## src/rtl/calc_engine_pkg.sv

```systemverilog
// Shared opcode and FSM state types for the calculator engine.
package calc_engine_pkg;

    typedef enum logic [2:0] {
        OP_ADD = 3'b000,
        OP_SUB = 3'b001,
        OP_AND = 3'b010,
        OP_XOR = 3'b011,
        OP_MUL = 3'b100,
        OP_DIV = 3'b101,
        OP_SHL = 3'b110,
        OP_SHR = 3'b111
    } op_e;

    typedef enum logic [1:0] {
        S_IDLE = 2'b00,
        S_EXEC = 2'b01,
        S_ITER = 2'b10
    } state_e;

    // MUL and DIV are the only codes that go through the iterative unit.
    function automatic logic is_iter(input logic [2:0] f);
        return f[2:1] == 2'b10;
    endfunction

endpackage

```

## src/rtl/calc_muldiv_seq.sv

```systemverilog
// Iterative unsigned shift-add multiplier / restoring divider, one bit per cycle.
module calc_muldiv_seq #(
    parameter int W = 4
) (
    input  logic         clk,
    input  logic         rst,
    input  logic         start,
    input  logic         mode,
    input  logic [W-1:0] a,
    input  logic [W-1:0] b,
    output logic [W-1:0] hi,
    output logic [W-1:0] lo,
    output logic         dz,
    output logic         fin
);

    localparam int CNT_W = $clog2(W) + 1;

    logic             mode_q;
    logic             run;
    logic             dz_q;
    logic [CNT_W-1:0] cnt;
    logic [2*W-1:0]   prod;
    logic [2*W-1:0]   mcand;
    logic [W-1:0]     mplier;
    logic [W-1:0]     rem;
    logic [W-1:0]     dvd;
    logic [W-1:0]     quo;
    logic [W-1:0]     divisor;
    logic [W:0]       trial;
    logic [W:0]       diff;
    logic             ge;
    logic [W-1:0]     rem_nxt;

    // Iteration 0 is folded into the start edge so the last of the W steps lands at start+W-1.
    always_comb begin
        divisor = start ? b : quo_div_src();
        trial   = start ? {{W{1'b0}}, a[W-1]} : {rem, dvd[W-1]};
        diff    = trial - {1'b0, divisor};
        ge      = trial >= {1'b0, divisor};
        rem_nxt = ge ? diff[W-1:0] : trial[W-1:0];
    end

    logic [W-1:0] b_q;

    function automatic logic [W-1:0] quo_div_src();
        return b_q;
    endfunction

    always_ff @(posedge clk) begin
        if (rst) begin
            mode_q <= 1'b0;
            run    <= 1'b0;
            dz_q   <= 1'b0;
            fin    <= 1'b0;
            cnt    <= '0;
            prod   <= '0;
            mcand  <= '0;
            mplier <= '0;
            rem    <= '0;
            dvd    <= '0;
            quo    <= '0;
            b_q    <= '0;
        end else begin
            fin <= 1'b0;
            if (start) begin
                mode_q <= mode;
                dz_q   <= (b == '0);
                b_q    <= b;
                run    <= 1'b1;
                cnt    <= CNT_W'(1);
                prod   <= b[0] ? {{W{1'b0}}, a} : '0;
                mcand  <= {{W{1'b0}}, a} << 1;
                mplier <= b >> 1;
                rem    <= rem_nxt;
                dvd    <= a << 1;
                quo    <= {{(W-1){1'b0}}, ge};
            end else if (run) begin
                if (mplier[0]) begin
                    prod <= prod + mcand;
                end
                mcand  <= mcand << 1;
                mplier <= mplier >> 1;
                rem    <= rem_nxt;
                dvd    <= dvd << 1;
                quo    <= {quo[W-2:0], ge};
                cnt    <= cnt + 1'b1;
                if (cnt == CNT_W'(W-1)) begin
                    run <= 1'b0;
                    fin <= 1'b1;
                end
            end
        end
    end

    // With a zero divisor every trial succeeds, leaving quotient all-ones and remainder = dividend.
    always_comb begin
        hi = mode_q ? rem : prod[2*W-1:W];
        lo = mode_q ? quo : prod[W-1:0];
        dz = mode_q & dz_q;
    end

endmodule

```

## src/rtl/calc_engine.sv

```systemverilog
// Calculator core: go edge-detect, control FSM, single-cycle ALU and registered results.
module calc_engine
    import calc_engine_pkg::*;
#(
    parameter int W = 4
) (
    input  logic         clk,
    input  logic         rst,
    input  logic         go,
    input  logic [W-1:0] x,
    input  logic [W-1:0] y,
    input  logic [2:0]   f,
    output logic         busy,
    output logic         done,
    output logic         err,
    output logic [W-1:0] out_h,
    output logic [W-1:0] out_l
);

    localparam logic [W:0] TWO_W = (W+1)'(2*W);
    localparam logic [W:0] ONE_W = (W+1)'(W);

    state_e       state;
    logic         go_q;
    logic         start;
    logic [W-1:0] x_q;
    logic [W-1:0] y_q;
    op_e          f_q;
    logic [W-1:0] alu_h;
    logic [W-1:0] alu_l;
    logic [W:0]   sum;
    logic [2*W-1:0] shl;
    logic [W-1:0] md_hi;
    logic [W-1:0] md_lo;
    logic         md_dz;
    logic         md_fin;

    assign start = go & ~go_q & (state == S_IDLE);

    always_comb begin
        alu_h = '0;
        alu_l = '0;
        sum   = {1'b0, x_q} + {1'b0, y_q};
        shl   = {{W{1'b0}}, x_q} << y_q;
        case (f_q)
            OP_ADD: begin
                alu_l = sum[W-1:0];
                alu_h = {{(W-1){1'b0}}, sum[W]};
            end
            OP_SUB: begin
                alu_l = x_q - y_q;
                alu_h = (x_q < y_q) ? '1 : '0;
            end
            OP_AND: alu_l = x_q & y_q;
            OP_XOR: alu_l = x_q ^ y_q;
            OP_SHL: begin
                if ({1'b0, y_q} < TWO_W) begin
                    alu_h = shl[2*W-1:W];
                    alu_l = shl[W-1:0];
                end
            end
            OP_SHR: begin
                if ({1'b0, y_q} < ONE_W) begin
                    alu_l = x_q >> y_q;
                end
            end
            default: begin
                alu_h = '0;
                alu_l = '0;
            end
        endcase
    end

    // Raw operands feed the iterative unit so its first step happens on the start edge itself.
    calc_muldiv_seq #(.W(W)) u_muldiv (
        .clk   (clk),
        .rst   (rst),
        .start (start & is_iter(f)),
        .mode  (f[0]),
        .a     (x),
        .b     (y),
        .hi    (md_hi),
        .lo    (md_lo),
        .dz    (md_dz),
        .fin   (md_fin)
    );

    always_ff @(posedge clk) begin
        if (rst) begin
            state <= S_IDLE;
            go_q  <= 1'b0;
            busy  <= 1'b0;
            done  <= 1'b0;
            err   <= 1'b0;
            out_h <= '0;
            out_l <= '0;
            x_q   <= '0;
            y_q   <= '0;
            f_q   <= OP_ADD;
        end else begin
            go_q <= go;
            done <= 1'b0;
            case (state)
                S_IDLE: begin
                    if (start) begin
                        x_q   <= x;
                        y_q   <= y;
                        f_q   <= op_e'(f);
                        err   <= 1'b0;
                        busy  <= 1'b1;
                        state <= is_iter(f) ? S_ITER : S_EXEC;
                    end
                end
                S_EXEC: begin
                    out_h <= alu_h;
                    out_l <= alu_l;
                    done  <= 1'b1;
                    busy  <= 1'b0;
                    state <= S_IDLE;
                end
                S_ITER: begin
                    if (md_fin) begin
                        out_h <= md_hi;
                        out_l <= md_lo;
                        err   <= md_dz;
                        done  <= 1'b1;
                        busy  <= 1'b0;
                        state <= S_IDLE;
                    end
                end
                default: state <= S_IDLE;
            endcase
        end
    end

endmodule

```

## config.mk

```make
export PLATFORM = sky130hd
export DESIGN_NAME = calc_engine
export DESIGN_NICKNAME = d
export VERILOG_FILES = /design/src/rtl/calc_engine_pkg.sv /design/src/rtl/calc_muldiv_seq.sv /design/src/rtl/calc_engine.sv
export SDC_FILE = /design/constraint.sdc
export NUM_CORES = 1
export LEC_CHECK = 0
export BUFFER_PORTS_ARGS = -buffer_cell sky130_fd_sc_hd__buf_2
export CAP_MARGIN = 20
export CORE_UTILIZATION = 45
export DETAILED_ROUTE_END_ITERATION = 10
export PLACE_DENSITY = 0.6
export REMOVE_ABC_BUFFERS = 1
export SYNTH_ARGS = -nofsm -noshare
export SYNTH_HDL_FRONTEND = slang
export SYNTH_SLANG_ARGS = --single-unit
```

## constraint.sdc

```tcl
create_clock -name clk -period 3.6 [get_ports clk]
set_clock_uncertainty 0.2 [all_clocks]
set_input_delay 0.54 -clock clk [delete_from_list [all_inputs] [get_ports clk]]
set_output_delay 0.54 -clock clk [all_outputs]
set_load 0.01 [all_outputs]
```

==> out/results.ini <==
[status]
status=finished clean

[sta]
finalCritPeriodShare=0.949
hold_viol_final=0
fin_crit_ns=3.42
fmax_ghz=0.293
drv_slew=0
setup_tns_ns=0
rsz0062_at_grt=false
setup_viol=0
slew_headroom=0.400
worstMarginPinSlew_ns=0.887

[yosys]
synth.distinct_cells=59
netlist_area_um2=3790
synth_top_family_by_area=simple AND/OR/NAND/NOR gates
ys.flop_type=dfxtp_1
netlist_top_cells_area=dfxtp_1, ha_1, mux2i_1, nand2_1, a21oi_1
yosysMostFrequentCell=dfxtp_1
synth_cells=455
yosys.area.top_type_share=0.327
synthArstFlopShare=0
yosysWarnings=0
synth_compound_area_frac=0.206
synth-xor-area-share=0.00924
synth-seq-cells=62
synth.avg_cell_area_um2=8.33
synthTopCellsByCount=dfxtp_1, nand2_1, nor2_1
synth_area_leader_cell=dfxtp_1
synthMuxAreaShare=0.0934
synth-edff-count=0
synthSimpleGateAreaFrac=0.209
synth_adder_area_share=0.104
synth_seq_area_share=0.327

[global_route]
grt_use_total=0.225
grt_use_met3=0.0413
antenna_found_initial=0
grtUsageMet2=0.347
grt-busiest-layer=met2
grt_pass1_vias=3065
grt_pass1_wl_um=15400
gr-total-overflow=0
grt_max_degree=46
met1_usage=0.312

[layout]
final_core_util=0.513
stdcell_count=581
insertedDiodeCount=0
final_nets=514
nFillCells=807
drive_above_1_share=0.137
area_delta_synth_final_pct=10.6

[detailed_routing]
drc_errors=0
via_per_inst=5.71
firstDrtPassIters=4
num_vias=3319
wl_per_cell_um=15.9
routed_wl_um=9230
drt_iter0_drc=156
ant_nets=0

[placed_design]
post-place-cells=565
dp_hpwl_um=6720
numPortBuffers=24
finalWeightedCongestion=0.839

[worst_setup_path]
cp_slowest_cell=or2_1
critPathCaptureType=register
path_max_fanout=14
worstPathCellList=inv_1, ha_1, nand3b_1, or2_1, buf_4, mux2i_1, ha_1, a41oi_1, and3_1, mux2i_1, a31o_2
r2r_slack_ns=0.18
slowest_delay_ns=0.50
criticalPathCategory=register to register
cpLargestDelayFamily=simple AND/OR/NAND/NOR gates
cp_data_required_time_ns=3.64
crit_arrival_ns=3.46
cp_num_buf_inv=2
startpoint_type=register

[clock_tree]
clock_path_buffers=2
cts_hold_buffers=0
htreeDepth=3
tritoncts=built
ctsResizeCount=0
clkTransAtPathRegs_ns=0.08
insertion_delay_ns=0.34
numCtsBuffers=9
postCtsSetupBuffers=0
cts-root-buf=clkbuf_8
cts.sinks=62

[pwr]
powerDensity_nw_per_um2=407
swShare=0.296
pwr-share-clk=0.383
pwr-share-seq=0.448
power_frac_comb=0.169
p_int_mw=1.20
p_leak_nw=1.61
peakVddDrop_v=0.000179
p_sw_mw=0.505

[floorplan]
die_y_um=93.8
core_area_um2=8180
io_pins=25
initial_core_util=0.464
fp.dieArea_um2=8800
rows=33
dieWidth_um=93.8

[worst_hold_path]
hold_path_class=input pin to register

[flow_run]
drv_cap=0

==> flip-flops by register name, summed over array words and instances, names as in the netlist, 2 cells and up, named ones only <==
signal	flops
u_muldiv.rem	4
u_muldiv.prod	8
f_q	3
u_muldiv.b_q	3
u_muldiv.quo	4
y_q	4
u_muldiv.dvd	2
out_h	4
u_muldiv.mplier	3
u_muldiv.mcand	5
state	2
x_q	4
out_l	4
u_muldiv.cnt	3
==> placed cells by master, fill, tap and decap left out, types with 15 or more instances in the layout <==
| master | n |
|---|---|
| a211oi_1 | 15 |
| ha_1 | 25 |
| nor2_1 | 46 |
| mux2i_1 | 23 |
| nand2_1 | 51 |
| buf_2 | 24 |
| dfxtp_1 | 62 |
| a21oi_1 | 38 |
| o21ai_0 | 17 |
| inv_1 | 21 |
==> kinds of logic (layout without fill, tap and decap cells) <==
| family | count (synthesis) | count (layout) |
|---|---|---|
| AOI/OAI and AO/OA | 117 | 117 |
| xor gates and xnor gates | 4 | 4 |
| and+or+nand+nor | 163 | 163 |
| buffers and inverters | 48 | 69 |
| DFF | 62 | 62 |
| muxes | 32 | 32 |
| adders and majority gates | 29 | 29 |
==> metal layers <==
layer,vias up,share of wire
li1,1656,-
met2,74,0.45
met4,0,0.0088
met3,8,0.047
met1,1581,0.49
met5,-,0
==> path summary, 6_finish.rpt <==
| check | from | to | depth (start not counted) |
|---|---|---|---|
| min | go | go_q | 2 |
| max reg2reg | state[0] | u_muldiv.rem[0] | 11 |
| max | state[0] | u_muldiv.rem[0] | 11 |
| min reg2reg | u_muldiv.dz_q | u_muldiv.dz_q | 2 |
==> power groups by stage <==
stage	registers, mW	logic, mW	clock network [mW]
2_1_floorplan	0.773	0.195	0
3_3_place_gp	0.778	0.283	0
3_5_place_dp	0.779	0.286	0
4_1_cts	0.763	0.288	0.661
5_1_grt	0.769	0.324	0.697
6_report	0.764	0.288	0.653
==> through the flow <==
step           setup WS (ns)  hold WS [ns]  instance area [um2]  power [mW]
2_1_floorplan         0.0995         0.223                 3670       0.968
3_3_place_gp           0.297         0.243                 3980        1.06
3_5_place_dp           0.222         0.251                 3980        1.07
4_1_cts                0.212         0.221                 4190        1.71
5_1_grt               0.0257         0.238                 4190        1.79
6_report               0.182         0.229                 4190        1.70
==> cell type report <==
class                      instances  area, um2  area share
clock inverter                     5       57.6      0.0137
inverter                          21       78.8      0.0188
tap                              105        131      0.0313
multi-input combinational        345       2350       0.561
clock buffer                      11        151      0.0361
timing repair buffer              32        180      0.0430
sequential                        62       1240       0.296
Note: power is estimated with default switching activity, not from simulation.
